### src/rtl/fetch_pkg.sv
// Shared fetch definitions: FSM state encoding, instruction size and the queue entry layout.
package fetch_pkg;

   typedef enum logic [1:0] {
      FETCH_IDLE = 2'd0,
      FETCH_WAIT = 2'd1,
      FETCH_DROP = 2'd2
   } fetch_state_e;

   localparam int INSTR_BYTES  = 4;
   localparam int FETCH_DATA_W = 32;
   localparam int FETCH_ADDR_W = 32;

   // Entry layout at default widths; the top passes its own width-matched variant.
   typedef struct packed {
      logic [FETCH_DATA_W-1:0] instr;
      logic [FETCH_ADDR_W-1:0] pc_plus4;
   } fetch_entry_t;

endpackage

### src/rtl/fetch_queue.sv
// Synchronous prefetch FIFO with single-cycle flush and a registered head entry.
module fetch_queue
   import fetch_pkg::*;
#(
   parameter int  DEPTH   = 4,
   parameter int  CNT_W   = $clog2(DEPTH) + 1,
   parameter type entry_t = fetch_entry_t
) (
   input  logic             Clk,
   input  logic             Rst,
   input  logic             Flush,
   input  logic             Push,
   input  entry_t           PushData,
   input  logic             Pop,
   output logic             HeadValid,
   output entry_t           HeadData,
   output logic [CNT_W-1:0] Count
);

   localparam int PTR_W = $clog2(DEPTH);

   entry_t           mem [DEPTH];
   logic [PTR_W-1:0] rdPtr;
   logic [PTR_W-1:0] wrPtr;
   logic [PTR_W-1:0] rdPtrNext;
   logic [CNT_W-1:0] countNext;
   logic             doPop;

   assign doPop = Pop && (Count != '0);

   always_comb begin
      rdPtrNext = doPop ? rdPtr + 1'b1 : rdPtr;
      countNext = Count;
      if (Push && !doPop) countNext = Count + 1'b1;
      else if (!Push && doPop) countNext = Count - 1'b1;
   end

   // Head register tracks the post-update read slot; bypass when it is the slot being written.
   always_ff @(posedge Clk or posedge Rst) begin
      if (Rst) begin
         rdPtr     <= '0;
         wrPtr     <= '0;
         Count     <= '0;
         HeadValid <= 1'b0;
         HeadData  <= '0;
      end else if (Flush) begin
         rdPtr     <= '0;
         wrPtr     <= '0;
         Count     <= '0;
         HeadValid <= 1'b0;
      end else begin
         if (Push) wrPtr <= wrPtr + 1'b1;
         rdPtr     <= rdPtrNext;
         Count     <= countNext;
         HeadValid <= (countNext != '0);
         if (countNext != '0)
            HeadData <= (Push && (rdPtrNext == wrPtr)) ? PushData : mem[rdPtrNext];
      end
   end

   always_ff @(posedge Clk) begin
      if (Push && !Flush) mem[wrPtr] <= PushData;
   end

endmodule

### src/rtl/instruction_prefetch.sv
// Instruction prefetcher: PC/redirect FSM feeding a small queue. Define FETCH_PERF_CNT_EN
// to add fetch and flush event counters.
module instruction_prefetch
   import fetch_pkg::*;
#(
   parameter int                ADDR_W   = 32,
   parameter int                DATA_W   = 32,
   parameter int                DEPTH    = 4,
   parameter logic [ADDR_W-1:0] RESET_PC = '0
) (
   input  logic              Clk,
   input  logic              Rst,
   input  logic              BranchGateIn,
   input  logic              JrGateIn,
   input  logic              JumpIn,
   input  logic [ADDR_W-1:0] BranchAddressIn,
   input  logic [ADDR_W-1:0] JrAddressIn,
   input  logic [ADDR_W-1:0] JumpAddressIn,
   input  logic              PCWrite_DisableIn,
   output logic              IMemReqOut,
   output logic [ADDR_W-1:0] IMemAddrOut,
   input  logic              IMemGntIn,
   input  logic              IMemValidIn,
   input  logic [DATA_W-1:0] IMemDataIn,
   output logic              InstrValidOut,
   input  logic              InstrReadyIn,
   output logic [DATA_W-1:0] InstructionOut,
   output logic [ADDR_W-1:0] PCAdderOut
`ifdef FETCH_PERF_CNT_EN
   ,
   output logic [31:0]       FetchCountOut,
   output logic [31:0]       FlushCountOut
`endif
);

   localparam logic [1:0]        ST_IDLE = FETCH_IDLE;
   localparam logic [1:0]        ST_WAIT = FETCH_WAIT;
   localparam logic [1:0]        ST_DROP = FETCH_DROP;
   localparam int                CNT_W   = $clog2(DEPTH) + 1;
   localparam logic [ADDR_W-1:0] STEP    = ADDR_W'(INSTR_BYTES);

   typedef struct packed {
      logic [DATA_W-1:0] instr;
      logic [ADDR_W-1:0] pc_plus4;
   } entry_t;

   logic [1:0]        fsmState;
   logic [1:0]        fsmStateNext;
   logic [ADDR_W-1:0] pc;
   logic [ADDR_W-1:0] capAddr;
   logic [ADDR_W-1:0] redirectTarget;
   logic              redirect;
   logic              grant;
   logic              push;
   logic              pop;
   logic [CNT_W-1:0]  queueCount;
   entry_t            pushEntry;
   entry_t            headEntry;

   assign redirect = BranchGateIn | JrGateIn | JumpIn;

   always_comb begin
      redirectTarget = JumpAddressIn;
      if (BranchGateIn) redirectTarget = BranchAddressIn;
      else if (JrGateIn) redirectTarget = JrAddressIn;
      redirectTarget[1:0] = 2'b00;
   end

   // Only IDLE issues, so queue room below DEPTH already covers the outstanding slot.
   assign IMemReqOut  = !Rst && (fsmState == ST_IDLE) && !PCWrite_DisableIn && !redirect &&
                        (queueCount < CNT_W'(DEPTH));
   assign IMemAddrOut = pc;
   assign grant       = IMemReqOut & IMemGntIn;
   assign push        = (fsmState == ST_WAIT) && IMemValidIn && !redirect;
   assign pop         = InstrValidOut && InstrReadyIn && !redirect;

   always_comb begin
      fsmStateNext = fsmState;
      case (fsmState)
         ST_IDLE: if (grant) fsmStateNext = redirect ? ST_DROP : ST_WAIT;
         ST_WAIT: begin
            if (IMemValidIn) fsmStateNext = ST_IDLE;
            else if (redirect) fsmStateNext = ST_DROP;
         end
         ST_DROP: if (IMemValidIn) fsmStateNext = ST_IDLE;
         default: fsmStateNext = ST_IDLE;
      endcase
   end

   always_ff @(posedge Clk or posedge Rst) begin
      if (Rst) begin
         fsmState <= ST_IDLE;
         pc       <= RESET_PC;
         capAddr  <= '0;
      end else begin
         fsmState <= fsmStateNext;
         if (redirect) pc <= redirectTarget;
         else if (grant) pc <= pc + STEP;
         if (grant) capAddr <= pc;
      end
   end

   always_comb begin
      pushEntry.instr    = IMemDataIn;
      pushEntry.pc_plus4 = capAddr + STEP;
   end

   fetch_queue #(
      .DEPTH   (DEPTH),
      .CNT_W   (CNT_W),
      .entry_t (entry_t)
   ) u_queue (
      .Clk       (Clk),
      .Rst       (Rst),
      .Flush     (redirect),
      .Push      (push),
      .PushData  (pushEntry),
      .Pop       (pop),
      .HeadValid (InstrValidOut),
      .HeadData  (headEntry),
      .Count     (queueCount)
   );

   assign InstructionOut = headEntry.instr;
   assign PCAdderOut     = headEntry.pc_plus4;

`ifdef FETCH_PERF_CNT_EN
   always_ff @(posedge Clk or posedge Rst) begin
      if (Rst) begin
         FetchCountOut <= '0;
         FlushCountOut <= '0;
      end else begin
         if (push) FetchCountOut <= FetchCountOut + 32'd1;
         if (redirect) FlushCountOut <= FlushCountOut + 32'd1;
      end
   end
`endif

endmodule

### config.mk
export PLATFORM = sky130hd
export DESIGN_NAME = instruction_prefetch
export DESIGN_NICKNAME = d
export VERILOG_FILES = /design/src/rtl/fetch_pkg.sv /design/src/rtl/fetch_queue.sv /design/src/rtl/instruction_prefetch.sv
export SDC_FILE = /design/constraint.sdc
export NUM_CORES = 1
export LEC_CHECK = 0
export BUFFER_PORTS_ARGS = -buffer_cell sky130_fd_sc_hd__buf_2
export CELL_PAD_IN_SITES_DETAIL_PLACEMENT = 1
export CELL_PAD_IN_SITES_GLOBAL_PLACEMENT = 1
export CORE_ASPECT_RATIO = 1.75
export CORE_MARGIN = 1
export CORE_UTILIZATION = 50
export CTS_CLUSTER_DIAMETER = 200
export DETAILED_ROUTE_END_ITERATION = 8
export PLACE_DENSITY_LB_ADDON = 0.1
export SYNTH_ARGS = -nofsm -noshare
export SYNTH_HDL_FRONTEND = slang
export SYNTH_SLANG_ARGS = --single-unit
### constraint.sdc
create_clock -name Clk -period 6.4 [get_ports Clk]
set_input_delay 0.64 -clock Clk [delete_from_list [all_inputs] [get_ports Clk]]
set_output_delay 0.64 -clock Clk [all_outputs]
set_load 0.01 [all_outputs]
==> impl_metrics.ini <==
[status]
status = completed

[critical_path]
rr_worst_depth = 9
critPathArrivalTime_ns = 4.48
worst_path_max_delay_cell = o311ai_4
crit_required_ns = 6.83
critPathMaxStageDelay_ns = 1.01
crit_top_cell = mux2_2
worst_r2r_startpoint = u_queue.Count[0]
start_kind = register
worstPathCellList = inv_1 > ha_1 > nor2b_4 > o21ai_1 > nor4b_1 > o311ai_4 > buf_4 > mux2_2 > mux2_2
worstSetupPathType = register to register
cp_top_family = compound AO/OA/AOI/OAI gates
worst-path-buf-inv = 2
end_kind = register
worstPathMaxFanout = 26
cp.depth = 9
critPathLaunch = u_queue.Count[0]

[sta]
fmax_mhz = 247
period_minus_slack_ns = 4.05
rsz0062_at_grt = no
finalMaxSlewViolations = 0
totalNegativeSetupSlack_ns = 0
final-hold-violation-count = 0
setup_viol = 0
fin_skew_ns = 0.0282
max_slew.worst_pin.slew_ns = 1.24
relSlewSlack_pct = 16.8
hold_slack_ns = 0.258
timing.final.crit_share_pct = 63.3

[placement]
place_area_mm2 = 0.0220
place_congestion = 0.982
dp_hpwl_mm = 40.4
io_buffers = 224

[die]
io_pins = 235
dieArea_mm2 = 0.0421
rows = 98
die_x_um = 155
start_util_pct = 50.6
die_h_um = 271
core_area_mm2 = 0.0407

[cts]
clockRootBuffer = clkbuf_16
cts_tree = done
numCtsBuffers = 38
clk_pin_slew_worst_paths_ns = 0.06
cts_hold_buffers = 0
clk_latency_ns = 0.55
cts.sinks = 380
ctsResizeCount = 0
htree_levels = 2
clk_path_buf_depth = 3
post_cts_buffers = 0

[synth]
yosys.cell_types.count = 59
ys_seq_elements = 380
ys_seq_area_share_pct = 52.2
ys.flop_type = edfxtp_1
synth_cells = 2017
avgSynthCellArea_um2 = 10.2
synth-edff-count = 248
synthArstFlopShare_pct = 34.7
synth_area_mm2 = 0.0206
ys_warn_count = 0

[layout]
area_delta_synth_final_pct = 12.6
fillCellCount = 4509
design_area_mm2 = 0.0232
final_cell_mix = nor2_1 (315), edfxtp_1 (248), buf_2 (224)
fin_util_pct = 57.0
final_common_cell = nor2_1
n_antenna_cell = 0
drive_gt1_share_pct = 20.2
nNetsFinal = 2275

[drt]
antenna_left = 0
wl_per_cell_um = 25.0
drc = 0
initialDrtViolationCount = 1118
drt-total-wl_mm = 67.6
via_per_inst = 6.36
dr.pass1.iters = 5
vias = 17234

[global_routing]
grt_pass1_vias = 18793
grt_remaining_overflow = 0
grt_pass1_wl_mm = 105
antenna_found_initial = 0
grt_max_degree = 145
grt_use_total_pct = 32.3

[flow_run]
timing.max_cap.violations = 0

[min_path]
hold_path.class = input port to asynchronous set/reset pin

[pwr]
p_leak_nw = 9.21
ir_drop_mv = 0.200
power.density_mw_per_mm2 = 241
power_w = 0.00559
-- per-stage QoR --
stage | std cells | worst slack (ns)
2_1_floorplan | 2020 | 2.23
3_3_place_gp | 2639 | 2.33
3_5_place_dp | 2639 | 2.32
4_1_cts | 2708 | 2.38
5_1_grt | 2708 | 2.20
6_report | 2708 | 2.35
-- path summary, 6_finish.rpt --
path | endpoint | slack, ns
min in group Clk | fsmState[1] | 0.28
setup reg to reg | u_queue.HeadData[32] | 2.35
max in group asynchronous | u_queue.rdPtr[0] | 4.77
hold / removal | IMemAddrOut[6] | 0.26
hold reg to reg | u_queue.HeadData[41] | 0.50
setup / recovery | u_queue.HeadData[32] | 2.35
-- registers in the layout, summed over array words and instances, names as in the netlist --
signal             cells
IMemAddrOut           30
capAddr               30
fsmState               2
u_queue.Count          3
u_queue.HeadData      62
u_queue.HeadValid      1
u_queue.mem          248
u_queue.rdPtr          2
u_queue.wrPtr          2
-- area by class of cell --
cell class	count	area (um2)	area share, %
Timing Repair Buffer	252	1340	5.79
Multi-Input combinational cell	1391	8910	38.4
Tap cell	550	688	2.96
Clock buffer	57	1110	4.80
Clock inverter	12	146	0.631
Sequential cell	380	10800	46.3
Inverter	66	253	1.09
-- metal layers --
metal	global-route usage, %	wire length (um)
met2	58.6	35900
met4	18.0	3450
met5	0	0
met1	36.4	25200
met3	3.76	3120
-- worst reg2reg max path: cells and delay by family (launching register included) --
kind | cells | cell delay [ns]
flops | 1 | 0.40
fa+ha+maj | 1 | 0.20
buf+inv | 2 | 0.72
simple gates | 2 | 0.77
compound gates | 2 | 1.17
mux | 2 | 0.68
-- Yosys cell counts (3+ instances only) --
master	instances	area share [%]
nor2_1	315	5.7
a221o_1	3	0.15
o21ai_1	38	0.92
nor2b_1	3	0.091
buf_2	26	0.63
dfrtp_1	132	16
buf_6	6	0.33
o21ai_0	178	4.3
a22oi_1	5	0.18
buf_1	16	0.29
and4_1	68	2.9
and3_1	19	0.58
edfxtp_1	248	36
mux2i_1	40	1.9
a211oi_1	77	2.8
o311a_1	22	1.1
and4b_1	34	1.7
a21oi_1	32	0.78
nor4_1	68	2.1
o22ai_1	12	0.36
inv_1	66	1.2
nor3_1	9	0.22
nand2_1	121	2.2
buf_4	8	0.29
mux2_2	97	5.3
xor2_1	26	1.1
clkbuf_1	127	2.3
nand2b_1	44	1.3
nand4b_1	27	1.1
a311oi_1	42	1.8
xnor2_1	21	0.89
or2_2	4	0.12
nand3_1	22	0.53
nand4_1	17	0.52
ha_1	9	0.55
and2_1	6	0.18
-- logic make-up after synthesis --
logic type / synth area share (%)
mux: 7.24
buf+inv: 5.06
compound gates: 13.0
xor+xnor: 2.11
flops: 52.2
simple gates: 19.9
other cells: 0.0182
fa+ha+maj: 0.546
-- power by group --
part           internal (W)  leakage, nW  total [W]  switching, W
sequential          0.00274         3.98    0.00284      0.000105
combinational      0.000150         4.62   0.000447      0.000297
clock               0.00133        0.611    0.00230      0.000973
(Power assumes the default switching activity.)
